<file path="src/rtl/id_ex_stage_pkg.sv">
// Shared types for the ID/EX pipeline register: register numbers, ALU ops and the
// control bundle whose all-zero-effect value forms a pipeline bubble.
package id_ex_stage_pkg;

    localparam int unsigned CORE_XLEN = 32;

    typedef logic [4:0] reg_t;

    typedef enum logic [3:0] {
        ALU_ADD  = 4'd0,
        ALU_SUB  = 4'd1,
        ALU_SLL  = 4'd2,
        ALU_SLT  = 4'd3,
        ALU_SLTU = 4'd4,
        ALU_XOR  = 4'd5,
        ALU_SRL  = 4'd6,
        ALU_SRA  = 4'd7,
        ALU_OR   = 4'd8,
        ALU_AND  = 4'd9,
        ALU_LUI  = 4'd10
    } alu_op_t;

    typedef struct packed {
        logic    wen;
        logic    mem_read;
        logic    mem_write;
        alu_op_t alu_op;
        logic    alu_src;
    } id_ex_ctrl_t;

    localparam id_ex_ctrl_t ID_EX_BUBBLE_CTRL = '{
        wen:       1'b0,
        mem_read:  1'b0,
        mem_write: 1'b0,
        alu_op:    ALU_ADD,
        alu_src:   1'b0
    };

    function automatic logic is_x0(reg_t r);
        return r == 5'd0;
    endfunction

endpackage

</file>
<file path="src/rtl/id_ex_stage_if.sv">
// ID-side operand/control bundle and its registered EX-side copy.
// master drives ID and observes EX; slave is the pipeline register itself.
interface id_ex_stage_if
    import id_ex_stage_pkg::*;
#(
    parameter int unsigned XLEN = CORE_XLEN
);
    logic            i_ID_valid;
    logic [XLEN-1:0] i_ID_pc;
    reg_t            i_ID_rnum1;
    reg_t            i_ID_rnum2;
    logic            i_ID_uses_rs1;
    logic            i_ID_uses_rs2;
    reg_t            i_ID_wnum;
    logic            i_ID_wen;
    logic            i_ID_mem_read;
    logic            i_ID_mem_write;
    logic [XLEN-1:0] i_ID_rdata1;
    logic [XLEN-1:0] i_ID_rdata2;
    logic [XLEN-1:0] i_ID_imm;
    alu_op_t         i_ID_alu_op;
    logic            i_ID_alu_src;

    logic            o_EX_valid;
    logic [XLEN-1:0] o_EX_pc;
    reg_t            o_EX_rnum1;
    reg_t            o_EX_rnum2;
    logic            o_EX_uses_rs1;
    logic            o_EX_uses_rs2;
    reg_t            o_EX_wnum;
    logic            o_EX_wen;
    logic            o_EX_mem_read;
    logic            o_EX_mem_write;
    logic [XLEN-1:0] o_EX_rdata1;
    logic [XLEN-1:0] o_EX_rdata2;
    logic [XLEN-1:0] o_EX_imm;
    alu_op_t         o_EX_alu_op;
    logic            o_EX_alu_src;

    modport master (
        output i_ID_valid, i_ID_pc, i_ID_rnum1, i_ID_rnum2, i_ID_uses_rs1, i_ID_uses_rs2,
               i_ID_wnum, i_ID_wen, i_ID_mem_read, i_ID_mem_write, i_ID_rdata1, i_ID_rdata2,
               i_ID_imm, i_ID_alu_op, i_ID_alu_src,
        input  o_EX_valid, o_EX_pc, o_EX_rnum1, o_EX_rnum2, o_EX_uses_rs1, o_EX_uses_rs2,
               o_EX_wnum, o_EX_wen, o_EX_mem_read, o_EX_mem_write, o_EX_rdata1, o_EX_rdata2,
               o_EX_imm, o_EX_alu_op, o_EX_alu_src
    );

    modport slave (
        input  i_ID_valid, i_ID_pc, i_ID_rnum1, i_ID_rnum2, i_ID_uses_rs1, i_ID_uses_rs2,
               i_ID_wnum, i_ID_wen, i_ID_mem_read, i_ID_mem_write, i_ID_rdata1, i_ID_rdata2,
               i_ID_imm, i_ID_alu_op, i_ID_alu_src,
        output o_EX_valid, o_EX_pc, o_EX_rnum1, o_EX_rnum2, o_EX_uses_rs1, o_EX_uses_rs2,
               o_EX_wnum, o_EX_wen, o_EX_mem_read, o_EX_mem_write, o_EX_rdata1, o_EX_rdata2,
               o_EX_imm, o_EX_alu_op, o_EX_alu_src
    );

endinterface

</file>
<file path="src/rtl/id_ex_stage_load_use_detect.sv">
// Load-use hazard term: a load in EX whose non-x0 destination is read by the ID instruction.
module id_ex_stage_load_use_detect
    import id_ex_stage_pkg::*;
(
    input  logic i_ID_valid,
    input  reg_t i_ID_rnum1,
    input  reg_t i_ID_rnum2,
    input  logic i_ID_uses_rs1,
    input  logic i_ID_uses_rs2,
    input  logic i_EX_valid,
    input  logic i_EX_mem_read,
    input  reg_t i_EX_wnum,
    output logic o_lu
);

    logic w_rs1_hit;
    logic w_rs2_hit;

    assign w_rs1_hit = i_ID_uses_rs1 && (i_EX_wnum == i_ID_rnum1);
    assign w_rs2_hit = i_ID_uses_rs2 && (i_EX_wnum == i_ID_rnum2);

    assign o_lu = i_ID_valid && i_EX_valid && i_EX_mem_read && !is_x0(i_EX_wnum)
                  && (w_rs1_hit || w_rs2_hit);

endmodule

</file>
<file path="src/rtl/id_ex_stage.sv">
// ID/EX pipeline register with load-use bubble insertion, flush and downstream stall.
// Optional hazard counters are built when ID_EX_HAZARD_STATS_EN is defined.
module id_ex_stage
    import id_ex_stage_pkg::*;
#(
    parameter int unsigned     XLEN     = CORE_XLEN,
    parameter logic [XLEN-1:0] RESET_PC = '0
) (
    input  logic               i_clk,
    input  logic               i_rstn,
    id_ex_stage_if.slave       id_ex,
    input  logic               i_flush,
    input  logic               i_stall,
`ifdef ID_EX_HAZARD_STATS_EN
    output logic [31:0]        o_lu_stall_cnt,
    output logic [31:0]        o_flush_cnt,
`endif
    output logic               o_ID_stall
);

    logic            r_valid;
    logic [XLEN-1:0] r_pc;
    reg_t            r_rnum1;
    reg_t            r_rnum2;
    logic            r_uses_rs1;
    logic            r_uses_rs2;
    reg_t            r_wnum;
    logic [XLEN-1:0] r_rdata1;
    logic [XLEN-1:0] r_rdata2;
    logic [XLEN-1:0] r_imm;
    id_ex_ctrl_t     r_ctrl;
    logic            r_flush_pending;

    logic            w_lu;
    logic            w_kill;
    logic            w_bubble;
    id_ex_ctrl_t     w_id_ctrl;

    id_ex_stage_load_use_detect u_load_use_detect (
        .i_ID_valid    (id_ex.i_ID_valid),
        .i_ID_rnum1    (id_ex.i_ID_rnum1),
        .i_ID_rnum2    (id_ex.i_ID_rnum2),
        .i_ID_uses_rs1 (id_ex.i_ID_uses_rs1),
        .i_ID_uses_rs2 (id_ex.i_ID_uses_rs2),
        .i_EX_valid    (r_valid),
        .i_EX_mem_read (r_ctrl.mem_read),
        .i_EX_wnum     (r_wnum),
        .o_lu          (w_lu)
    );

    // A flush seen while frozen is remembered and applied on the first free edge.
    assign w_kill   = i_flush || r_flush_pending;
    assign w_bubble = w_kill || w_lu;

    assign w_id_ctrl = '{
        wen:       id_ex.i_ID_wen,
        mem_read:  id_ex.i_ID_mem_read,
        mem_write: id_ex.i_ID_mem_write,
        alu_op:    id_ex.i_ID_alu_op,
        alu_src:   id_ex.i_ID_alu_src
    };

    assign o_ID_stall = i_stall || (w_lu && !w_kill);

    always_ff @(posedge i_clk or negedge i_rstn) begin
        if (!i_rstn) begin
            r_valid         <= 1'b0;
            r_pc            <= RESET_PC;
            r_rnum1         <= '0;
            r_rnum2         <= '0;
            r_uses_rs1      <= 1'b0;
            r_uses_rs2      <= 1'b0;
            r_wnum          <= '0;
            r_rdata1        <= '0;
            r_rdata2        <= '0;
            r_imm           <= '0;
            r_ctrl          <= ID_EX_BUBBLE_CTRL;
            r_flush_pending <= 1'b0;
        end else if (i_stall) begin
            if (i_flush) begin
                r_flush_pending <= 1'b1;
            end
        end else begin
            r_flush_pending <= 1'b0;
            r_valid         <= w_bubble ? 1'b0 : id_ex.i_ID_valid;
            r_ctrl          <= w_bubble ? ID_EX_BUBBLE_CTRL : w_id_ctrl;
            r_pc            <= id_ex.i_ID_pc;
            r_rnum1         <= id_ex.i_ID_rnum1;
            r_rnum2         <= id_ex.i_ID_rnum2;
            r_uses_rs1      <= id_ex.i_ID_uses_rs1;
            r_uses_rs2      <= id_ex.i_ID_uses_rs2;
            r_wnum          <= id_ex.i_ID_wnum;
            r_rdata1        <= id_ex.i_ID_rdata1;
            r_rdata2        <= id_ex.i_ID_rdata2;
            r_imm           <= id_ex.i_ID_imm;
        end
    end

`ifdef ID_EX_HAZARD_STATS_EN
    logic [31:0] r_lu_stall_cnt;
    logic [31:0] r_flush_cnt;

    always_ff @(posedge i_clk or negedge i_rstn) begin
        if (!i_rstn) begin
            r_lu_stall_cnt <= '0;
            r_flush_cnt    <= '0;
        end else if (!i_stall) begin
            if (w_kill) begin
                r_flush_cnt <= r_flush_cnt + 32'd1;
            end else if (w_lu) begin
                r_lu_stall_cnt <= r_lu_stall_cnt + 32'd1;
            end
        end
    end

    assign o_lu_stall_cnt = r_lu_stall_cnt;
    assign o_flush_cnt    = r_flush_cnt;
`endif

    assign id_ex.o_EX_valid     = r_valid;
    assign id_ex.o_EX_pc        = r_pc;
    assign id_ex.o_EX_rnum1     = r_rnum1;
    assign id_ex.o_EX_rnum2     = r_rnum2;
    assign id_ex.o_EX_uses_rs1  = r_uses_rs1;
    assign id_ex.o_EX_uses_rs2  = r_uses_rs2;
    assign id_ex.o_EX_wnum      = r_wnum;
    assign id_ex.o_EX_wen       = r_ctrl.wen;
    assign id_ex.o_EX_mem_read  = r_ctrl.mem_read;
    assign id_ex.o_EX_mem_write = r_ctrl.mem_write;
    assign id_ex.o_EX_rdata1    = r_rdata1;
    assign id_ex.o_EX_rdata2    = r_rdata2;
    assign id_ex.o_EX_imm       = r_imm;
    assign id_ex.o_EX_alu_op    = r_ctrl.alu_op;
    assign id_ex.o_EX_alu_src   = r_ctrl.alu_src;

endmodule

</file>
<file path="src/flat_wrapper.sv">
// flat-port wrapper written by rule: the top's interface ports become plain ports
module id_ex_stage_flat import id_ex_stage_pkg::*;
#(
    parameter int unsigned     XLEN     = CORE_XLEN,
    parameter logic [XLEN-1:0] RESET_PC = '0
)
  (i_clk, i_rstn, i_flush, i_stall, o_ID_stall, id_ex_i_ID_valid, id_ex_i_ID_pc, id_ex_i_ID_rnum1, id_ex_i_ID_rnum2, id_ex_i_ID_uses_rs1, id_ex_i_ID_uses_rs2, id_ex_i_ID_wnum, id_ex_i_ID_wen, id_ex_i_ID_mem_read, id_ex_i_ID_mem_write, id_ex_i_ID_rdata1, id_ex_i_ID_rdata2, id_ex_i_ID_imm, id_ex_i_ID_alu_op, id_ex_i_ID_alu_src, id_ex_o_EX_valid, id_ex_o_EX_pc, id_ex_o_EX_rnum1, id_ex_o_EX_rnum2, id_ex_o_EX_uses_rs1, id_ex_o_EX_uses_rs2, id_ex_o_EX_wnum, id_ex_o_EX_wen, id_ex_o_EX_mem_read, id_ex_o_EX_mem_write, id_ex_o_EX_rdata1, id_ex_o_EX_rdata2, id_ex_o_EX_imm, id_ex_o_EX_alu_op, id_ex_o_EX_alu_src);
  id_ex_stage_if #(.XLEN(XLEN)) id_ex_i ();
  input  logic i_clk;
  input  logic i_rstn;
  input  logic i_flush;
  input  logic i_stall;
  output logic o_ID_stall;
  input wire logic [$bits(id_ex_i.i_ID_valid)-1:0] id_ex_i_ID_valid;
  input wire logic [$bits(id_ex_i.i_ID_pc)-1:0] id_ex_i_ID_pc;
  input wire logic [$bits(id_ex_i.i_ID_rnum1)-1:0] id_ex_i_ID_rnum1;
  input wire logic [$bits(id_ex_i.i_ID_rnum2)-1:0] id_ex_i_ID_rnum2;
  input wire logic [$bits(id_ex_i.i_ID_uses_rs1)-1:0] id_ex_i_ID_uses_rs1;
  input wire logic [$bits(id_ex_i.i_ID_uses_rs2)-1:0] id_ex_i_ID_uses_rs2;
  input wire logic [$bits(id_ex_i.i_ID_wnum)-1:0] id_ex_i_ID_wnum;
  input wire logic [$bits(id_ex_i.i_ID_wen)-1:0] id_ex_i_ID_wen;
  input wire logic [$bits(id_ex_i.i_ID_mem_read)-1:0] id_ex_i_ID_mem_read;
  input wire logic [$bits(id_ex_i.i_ID_mem_write)-1:0] id_ex_i_ID_mem_write;
  input wire logic [$bits(id_ex_i.i_ID_rdata1)-1:0] id_ex_i_ID_rdata1;
  input wire logic [$bits(id_ex_i.i_ID_rdata2)-1:0] id_ex_i_ID_rdata2;
  input wire logic [$bits(id_ex_i.i_ID_imm)-1:0] id_ex_i_ID_imm;
  input wire logic [$bits(id_ex_i.i_ID_alu_op)-1:0] id_ex_i_ID_alu_op;
  input wire logic [$bits(id_ex_i.i_ID_alu_src)-1:0] id_ex_i_ID_alu_src;
  output wire logic [$bits(id_ex_i.o_EX_valid)-1:0] id_ex_o_EX_valid;
  output wire logic [$bits(id_ex_i.o_EX_pc)-1:0] id_ex_o_EX_pc;
  output wire logic [$bits(id_ex_i.o_EX_rnum1)-1:0] id_ex_o_EX_rnum1;
  output wire logic [$bits(id_ex_i.o_EX_rnum2)-1:0] id_ex_o_EX_rnum2;
  output wire logic [$bits(id_ex_i.o_EX_uses_rs1)-1:0] id_ex_o_EX_uses_rs1;
  output wire logic [$bits(id_ex_i.o_EX_uses_rs2)-1:0] id_ex_o_EX_uses_rs2;
  output wire logic [$bits(id_ex_i.o_EX_wnum)-1:0] id_ex_o_EX_wnum;
  output wire logic [$bits(id_ex_i.o_EX_wen)-1:0] id_ex_o_EX_wen;
  output wire logic [$bits(id_ex_i.o_EX_mem_read)-1:0] id_ex_o_EX_mem_read;
  output wire logic [$bits(id_ex_i.o_EX_mem_write)-1:0] id_ex_o_EX_mem_write;
  output wire logic [$bits(id_ex_i.o_EX_rdata1)-1:0] id_ex_o_EX_rdata1;
  output wire logic [$bits(id_ex_i.o_EX_rdata2)-1:0] id_ex_o_EX_rdata2;
  output wire logic [$bits(id_ex_i.o_EX_imm)-1:0] id_ex_o_EX_imm;
  output wire logic [$bits(id_ex_i.o_EX_alu_op)-1:0] id_ex_o_EX_alu_op;
  output wire logic [$bits(id_ex_i.o_EX_alu_src)-1:0] id_ex_o_EX_alu_src;
  assign id_ex_i.i_ID_valid = id_ex_i_ID_valid;
  assign id_ex_i.i_ID_pc = id_ex_i_ID_pc;
  assign id_ex_i.i_ID_rnum1 = id_ex_i_ID_rnum1;
  assign id_ex_i.i_ID_rnum2 = id_ex_i_ID_rnum2;
  assign id_ex_i.i_ID_uses_rs1 = id_ex_i_ID_uses_rs1;
  assign id_ex_i.i_ID_uses_rs2 = id_ex_i_ID_uses_rs2;
  assign id_ex_i.i_ID_wnum = id_ex_i_ID_wnum;
  assign id_ex_i.i_ID_wen = id_ex_i_ID_wen;
  assign id_ex_i.i_ID_mem_read = id_ex_i_ID_mem_read;
  assign id_ex_i.i_ID_mem_write = id_ex_i_ID_mem_write;
  assign id_ex_i.i_ID_rdata1 = id_ex_i_ID_rdata1;
  assign id_ex_i.i_ID_rdata2 = id_ex_i_ID_rdata2;
  assign id_ex_i.i_ID_imm = id_ex_i_ID_imm;
  assign id_ex_i.i_ID_alu_op = id_ex_i_ID_alu_op;
  assign id_ex_i.i_ID_alu_src = id_ex_i_ID_alu_src;
  assign id_ex_o_EX_valid = id_ex_i.o_EX_valid;
  assign id_ex_o_EX_pc = id_ex_i.o_EX_pc;
  assign id_ex_o_EX_rnum1 = id_ex_i.o_EX_rnum1;
  assign id_ex_o_EX_rnum2 = id_ex_i.o_EX_rnum2;
  assign id_ex_o_EX_uses_rs1 = id_ex_i.o_EX_uses_rs1;
  assign id_ex_o_EX_uses_rs2 = id_ex_i.o_EX_uses_rs2;
  assign id_ex_o_EX_wnum = id_ex_i.o_EX_wnum;
  assign id_ex_o_EX_wen = id_ex_i.o_EX_wen;
  assign id_ex_o_EX_mem_read = id_ex_i.o_EX_mem_read;
  assign id_ex_o_EX_mem_write = id_ex_i.o_EX_mem_write;
  assign id_ex_o_EX_rdata1 = id_ex_i.o_EX_rdata1;
  assign id_ex_o_EX_rdata2 = id_ex_i.o_EX_rdata2;
  assign id_ex_o_EX_imm = id_ex_i.o_EX_imm;
  assign id_ex_o_EX_alu_op = id_ex_i.o_EX_alu_op;
  assign id_ex_o_EX_alu_src = id_ex_i.o_EX_alu_src;
  id_ex_stage #(.XLEN(XLEN), .RESET_PC(RESET_PC)) u_core (.i_clk(i_clk), .i_rstn(i_rstn), .id_ex(id_ex_i), .i_flush(i_flush), .i_stall(i_stall), .o_ID_stall(o_ID_stall));
endmodule
</file>
<file path="config.mk">
export PLATFORM = sky130hd
export DESIGN_NAME = id_ex_stage_flat
export DESIGN_NICKNAME = d
export VERILOG_FILES = /design/src/rtl/id_ex_stage_pkg.sv /design/src/rtl/id_ex_stage_if.sv /design/src/rtl/id_ex_stage_load_use_detect.sv /design/src/rtl/id_ex_stage.sv /design/src/flat_wrapper.sv
export SDC_FILE = /design/constraint.sdc
export NUM_CORES = 1
export LEC_CHECK = 0
export BUFFER_PORTS_ARGS = -buffer_cell sky130_fd_sc_hd__buf_4
export CORE_MARGIN = 4
export CORE_UTILIZATION = 41
export DETAILED_ROUTE_END_ITERATION = 12
export GPL_TIMING_DRIVEN = 0
export PLACE_DENSITY = 0.88
export RECOVER_POWER = 100
export SLEW_MARGIN = 40
export SYNTH_ARGS = -nofsm -noshare
export SYNTH_HDL_FRONTEND = slang
export SYNTH_SLANG_ARGS = --single-unit
</file>
<file path="constraint.sdc">
create_clock -name i_clk -period 1.45 [get_ports i_clk]
set_input_delay 0 -clock i_clk [delete_from_list [all_inputs] [get_ports i_clk]]
set_output_delay 0 -clock i_clk [all_outputs]
set_load 0.05 [all_outputs]
</file>
==> results of run 1 <==
-- kinds of logic (layout without fill, tap and decap cells) --
logic type	Yosys count	after routing	share of synthesized area
AO/OA/AOI/OAI	22	22	0.0297
other	0	1	0
XOR/XNOR	10	10	0.0147
multiplexers	145	145	0.273
buffers and inverters	18	522	0.0182
flip-flops	155	155	0.649
AND/OR/NAND/NOR	16	16	0.0153
-- layout make-up --
class,count,area [µm²],share of cell area
Multi-Input combinational cell,193,2000,0.194
Clock buffer,19,443,0.0429
Timing Repair Buffer,472,3500,0.339
Antenna cell,1,2.50,0.000242
Tap cell,180,225,0.0218
Sequential cell,155,3880,0.376
Clock inverter,13,168,0.0162
Buffer,18,108,0.0104
-- registers in the layout, summed over array words and instances, names as in the netlist, 4 cells and up --
| name | cells |
|---|---|
| u_core.id_ex.o_EX_alu_op | 4 |
| u_core.id_ex.o_EX_imm | 32 |
| u_core.id_ex.o_EX_pc | 32 |
| u_core.id_ex.o_EX_rdata1 | 32 |
| u_core.id_ex.o_EX_rdata2 | 32 |
| u_core.id_ex.o_EX_rnum1 | 5 |
| u_core.id_ex.o_EX_rnum2 | 5 |
| u_core.id_ex.o_EX_wnum | 5 |
-- power by group through the flow --
stage	clock, mW	sequential (mW)	combinational (mW)
2_1_floorplan	0	6.62	0.599
6_report	4.59	5.07	3.61
4_1_cts	4.63	5.04	3.87
5_1_grt	4.86	5.11	3.76
3_5_place_dp	0	5.11	3.50
3_3_place_gp	0	5.08	3.44
-- cell usage in the layout, fill, tap and decap left out, drive strengths merged --
| cell | n |
|---|---|
| diode | 1 |
| xnor2 | 10 |
| mux2 | 145 |
| a21o | 1 |
| nor3 | 2 |
| clkinvlp | 2 |
| clkinv | 6 |
| o21a | 1 |
| inv | 2 |
| nand4 | 2 |
| or4 | 1 |
| o21ai | 9 |
| clkbuf | 184 |
| dlygate4sd3 | 156 |
| dfrtp | 155 |
| o22ai | 1 |
| nand2 | 11 |
| a32oi | 9 |
| bufinv | 3 |
| buf | 169 |
| o2111ai | 1 |
-- stage by stage --
| stage | hold slack [ns] | instance area (µm²) |
|---|---|---|
| 4_1_cts | 0.0259 | 10800 |
| 6_report | 0.115 | 10300 |
| 3_3_place_gp | 0.232 | 8550 |
| 2_1_floorplan | -0.296 | 5980 |
| 5_1_grt | 0.123 | 10300 |
| 3_5_place_dp | 0.00211 | 8580 |
-- critical path: stages, from the launching register on --
cell and delay (ns):
dfrtp_2 0.43, or4_4 0.56, o2111ai_4 0.23, nor3_2 0.06
a21o_2 0.21, buf_8 0.15
-- final timing paths --
check	from	end	slack, ns	cells after the start
max	u_core.id_ex.o_EX_wnum[1]$_DFFE_PN0N_	o_ID_stall	-0.60	5
min	id_ex_i_ID_uses_rs1	u_core.id_ex.o_EX_mem_read$_DFFE_PN0N_	0.11	4
max reg2reg	u_core.id_ex.o_EX_wnum[1]$_DFFE_PN0N_	u_core.id_ex.o_EX_mem_write$_DFFE_PN0N_	-0.30	5
min reg2reg	u_core.id_ex.o_EX_imm[10]$_DFFE_PN0N_	u_core.id_ex.o_EX_imm[10]$_DFFE_PN0N_	0.50	1
max in group asynchronous	i_rstn	u_core.id_ex.o_EX_pc[6]$_DFFE_PN0N_	0.16	3
min in group asynchronous	i_rstn	u_core.id_ex.o_EX_rnum1[1]$_DFFE_PN0N_	0.33	2
-- timing repair --
item	CTS	global route
buffers inserted	3	1
pin swaps	3	2
gates resized for setup	2	1
hold endpoints to repair	231	0
endpoints found under the setup margin	10	10
hold buffers	156	0
-- layer usage --
metal | wire length [µm] | track usage
met4 | 845 | 0.129
met5 | 0 | 0
met1 | 7610 | 0.274
met2 | 11300 | 0.469
met3 | 1600 | 0.0801
==> flow_summary_export.csv, run 1 <==
group,metric,value,unit
timing,worst_slew_pin_slew,1.06,ns
global_route,grt_max_degree,80,
timing,rsz0062_at_grt,"yes",
placement,globalplace.congestion,0.804,
placement,pre_cts_slack,-0.353,ns
logic_synthesis,syn_inst,366,
floorplan,dieArea,16600,µm²
logic_synthesis,synth_common_cells,"155 x dfrtp_1, 145 x mux2_2, 13 x buf_2",
clock_network,cts_tree,"built",
power_and_ir_drop,total_power,13.3,mW
worst_hold_path,hp-class,"in2reg",
floorplan,ios,313,
layout,synthToLayoutAreaGrowth,72.7,%
clock_network,cts.clk_slew.worst_paths,0.06,ns
drt,antenna_left,0,
drt,vias,5241,
layout,final_cells,1051,
worst_setup_path,crit_required,1.45,ns
logic_synthesis,synth-async-reset-ratio,1.00,
worst_setup_path,worstSetupStartpointType,"flip-flop",
worst_setup_path,crit_type,"reg2out",
power_and_ir_drop,power.internal,8.77,mW
power_and_ir_drop,power.leakage,4.74,nW
timing,fin_crit,2.05,ns
power_and_ir_drop,ir_drop,768,µV
floorplan,coreArea,14100,µm²
timing,relSlewSlack,0.293,
global_route,grt_pass1_vias,5955,
floorplan,die_h,129,µm
logic_synthesis,ys_seq_area_frac,0.649,
timing,slew_violations,0,
power_and_ir_drop,seq_power_share,0.382,
drt,route.detailed.drc,0,
logic_synthesis,syn-num-nets,524,
clock_network,clk_path_buf_depth,2,
logic_synthesis,synth_edf_count,0,
logic_synthesis,synth_ff_type,"dfrtp_1",
timing,timing.final.crit_share,1.41,
placement,port_buffers,312,
clock_network,worstSkewPairLatency,0.42,ns
layout,drive_above_1_share,0.521,
power_and_ir_drop,power_density,1280,nW/µm²
worst_setup_path,critical_path.max_fanout,4,
timing,max_freq,488,MHz
status,status,"finished with violations",
floorplan,die_x,129,µm
logic_synthesis,synth_area_leaders,"dfrtp_1 65%, mux2_2 27%, xnor2_1 1.5%",
logic_synthesis,yosysMostFrequentCell,"dfrtp_1",
logic_synthesis,avgSynthCellArea,16.3,µm²
global_route,track_usage,0.260,
global_route,grt_pass1_wl,32900,µm
drt,drt_wl_total,21400,µm
clock_network,cts_sinks,155,
drt,firstDrtPassIters,4,
logic_synthesis,synth-warning-count,0,
power_and_ir_drop,swShare,0.339,
logic_synthesis,synth-seq-cells,155,
global_route,grt_overflow_total,0,
status,violations,"negative setup slack",
drt,wl_per_cell,20.4,µm
placement,dpl.hpwl,12800,µm
drt,viasPerCell,4.99,
clock_network,cts_root_buf,"clkbuf_16",
worst_setup_path,end_kind,"output port",
layout,fillers,897,
timing,tns,-3.05,ns
layout,finalNetCount,1015,
run,maxCapViolCount,0,
logic_synthesis,synth_top_cell_area_share,0.649,
power_and_ir_drop,pwr-share-comb,0.272,
floorplan,num_rows,43,
clock_network,htree_levels,4,
drt,drt-initial-drc-count,130,
logic_synthesis,netlist_area,5980,µm²
power_and_ir_drop,power_switching,4.50,mW
timing,fin_skew,0.00799,ns
layout,fin_util,0.732,
logic_synthesis,yosysUniqueCellTypes,19,
power_and_ir_drop,clkPwrFrac,0.346,
timing,hold_viol,0,
worst_setup_path,critPathArrivalTime,2.05,ns
clock_network,cts-buffers-inserted,17,
placement,dpl.cell_count,859,
timing,setup_violations,10,
timing,post-route-worst-setup-slack,-0.601,ns
global_route,antenna_found_initial,0,
floorplan,initial_core_util,0.424,
logic_synthesis,yosysTopAreaCell,"dfrtp_1",
No activity file was read; power rests on OpenSTA's default activity.
==> run 2: changes to the inputs <==
--- a/config.mk
+++ b/config.mk
@@ -8,8 +8,8 @@
 export BUFFER_PORTS_ARGS = -buffer_cell sky130_fd_sc_hd__buf_4
 export CORE_MARGIN = 4
-export CORE_UTILIZATION = 41
+export CORE_UTILIZATION = 44
 export DETAILED_ROUTE_END_ITERATION = 12
 export GPL_TIMING_DRIVEN = 0
-export PLACE_DENSITY = 0.88
+export PLACE_DENSITY = 0.89
 export RECOVER_POWER = 100
 export SLEW_MARGIN = 40
==> constraint.sdc (replaced) <==
create_clock -name i_clk -period 2.5 [get_ports i_clk]
set_input_delay 0.5 -clock i_clk [delete_from_list [all_inputs] [get_ports i_clk]]
set_output_delay 0.5 -clock i_clk [all_outputs]
set_load 0.05 [all_outputs]
==> run 2 against run 1 <==
Compared with the run above:
- the flow finishes with violations (max-capacitance violations, max-slew violations)
- setup slack gained 0.64 ns
- flip-flop and latch count is the same
- final cell count shrank 15%
- first-iteration DRC count grew 17%
- cell area shrank 16%
- register-to-register slack gained 1.1 ns
- sequential share of layout area grew 7.2 points
- utilization shrank 8.0 points
- critical path depth is the same
- non-clock buffer count shrank 151
- clock power shrank 40%
- critical path type unchanged
- largest cell class unchanged
==> flow_summary_export.csv, run 2 (synthesis gave the netlist of run 1 again) <==
group,metric,value,unit
worst_setup_path,critPathArrivalTime,1.96,ns
power_and_ir_drop,pwr-share-comb,0.243,
clock_network,cts_root_buf,"clkbuf_16",
timing,fin_skew,0.00562,ns
global_route,antenna_found_initial,0,
layout,final_cell_mix,"171 x clkbuf_1, 164 x buf_4, 152 x dfrtp_1, 143 x mux2_2, 17 x clkbuf_16",
global_route,grt_max_degree,81,
drt,firstDrtPassIters,4,
drt,viasPerCell,4.99,
power_and_ir_drop,power.internal,5.05,mW
placement,globalplace.congestion,0.844,
timing,rsz0062_at_grt,"yes",
layout,final_common_cell,"clkbuf_1",
timing,setup_violations,0,
run,maxCapViolCount,1,
clock_network,clk_path_buf_depth,2,
status,violations,"max-capacitance violations, max-slew violations",
timing,hold_viol,0,
placement,dpl.cell_count,855,
worst_hold_path,hp-class,"in2reg",
floorplan,die_h,125,µm
worst_setup_path,crit_type,"reg2out",
drt,route.detailed.drc,0,
drt,vias,4468,
worst_setup_path,critical_path.max_fanout,2,
global_route,grt_pass1_wl,27000,µm
floorplan,initial_core_util,0.450,
timing,slew_violations,76,
power_and_ir_drop,power_switching,2.42,mW
timing,relSlewSlack,-0.286,
layout,drive_above_1_share,0.490,
timing,worst_slew_pin_slew,1.93,ns
clock_network,cts-buffers-inserted,17,
layout,final_cells,895,
drt,wl_per_cell,18.7,µm
placement,dpl.hpwl,12700,µm
clock_network,cts.clk_slew.worst_paths,0.06,ns
global_route,grt_pass1_vias,5002,
power_and_ir_drop,power.leakage,3.81,nW
placement,pre_cts_slack,0.207,ns
power_and_ir_drop,clkPwrFrac,0.367,
clock_network,worstSkewPairLatency,0.41,ns
power_and_ir_drop,total_power,7.46,mW
layout,stdcell_area,8670,µm²
power_and_ir_drop,ir_drop,530,µV
worst_setup_path,worstSetupStartpointType,"flip-flop",
global_route,track_usage,0.219,
timing,fin_crit,2.46,ns
drt,antenna_left,0,
floorplan,die_x,125,µm
floorplan,num_rows,42,
clock_network,htree_levels,4,
placement,dpl_cell_area,8570,µm²
layout,synthToLayoutAreaGrowth,45.0,%
clock_network,cts_tree,"built",
timing,post-route-worst-setup-slack,0.0378,ns
power_and_ir_drop,seq_power_share,0.390,
layout,finalNetCount,864,
floorplan,coreArea,13300,µm²
global_route,grt_overflow_total,0,
timing,timing.final.crit_share,0.985,
drt,drt_wl_total,16700,µm
floorplan,dieArea,15500,µm²
status,status,"finished with violations",
clock_network,cts_sinks,155,
worst_setup_path,end_kind,"output port",
power_and_ir_drop,swShare,0.324,
drt,drt-initial-drc-count,152,
worst_setup_path,crit_required,2.00,ns
layout,antenna_cells,0,
timing,holdWs,0.318,ns
power_and_ir_drop,power_density,861,nW/µm²
placement,port_buffers,312,
floorplan,ios,313,
timing,max_freq,406,MHz
## run 2: layout make-up
type                       count  area (µm²)
fill                        1111        4630
clock buffer                  19         433
tap                          176         220
timing repair buffer         321        1850
multi-input combinational    193        2000
buffer                        18        83.8
clock inverter                13         199
sequential                   155        3880
## run 2: layer usage
metal	wire, µm	global-route usage	share of wire
met1	5890	0.229	0.35
met2	8960	0.393	0.54
met3	1290	0.0789	0.077
met4	603	0.101	0.036
met5	0	0	0
## run 2: path summary, 6_finish.rpt
path                                                              start                                      end  slack (ns)  cells past startpoint
worst max-delay path              u_core.id_ex.o_EX_wnum[1]$_DFFE_PN0N_                               o_ID_stall        0.04                      5
worst min-delay path                                  id_ex_i_ID_pc[16]     u_core.id_ex.o_EX_pc[16]$_DFFE_PN0N_        0.32                      2
worst max register to register    u_core.id_ex.o_EX_wnum[1]$_DFFE_PN0N_  u_core.id_ex.o_EX_alu_op[2]$_DFFE_PN0N_        0.80                      5
worst min register to register  u_core.id_ex.o_EX_alu_op[1]$_DFFE_PN0N_  u_core.id_ex.o_EX_alu_op[1]$_DFFE_PN0N_        0.50                      2
max in group asynchronous                                        i_rstn    u_core.id_ex.o_EX_wnum[1]$_DFFE_PN0N_        0.59                      1
min in group asynchronous                                        i_rstn    u_core.id_ex.o_EX_imm[31]$_DFFE_PN0N_        0.60                      1
## run 2: worst max-delay path: stages (launching register included)
cell       delay, ns
dfrtp_2         0.41
or4_4           0.55
o2111ai_4       0.22
nor3_2          0.05
a21o_1          0.16
buf_6           0.15
## run 2: power groups by stage
stage	Sequential, mW	Combinational (mW)	Clock, mW
2_1_floorplan	3.84	0.347	0
3_3_place_gp	2.94	1.99	0
3_5_place_dp	2.96	2.03	0
4_1_cts	2.92	2.06	2.79
5_1_grt	2.94	1.90	2.92
6_report	2.91	1.81	2.74
## run 2: timing repair
| item | 4_1_cts | 5_1_grt |
|---|---|---|
| pin swaps | 3 | 3 |
| setup buffers | 6 | 2 |
| gates resized for setup | 5 | 0 |
| hold buffers | 0 | 0 |
| setup endpoints to repair | 1 | 1 |
| gates cloned | 0 | 0 |
## run 2: per-stage QoR
stage,utilization,setup TNS [ns]
floorplan,-,0
global placement,0.642,0
detailed placement,0.645,0
CTS,0.697,-0.0188
global route,0.652,-0.0232
finish,0.652,0
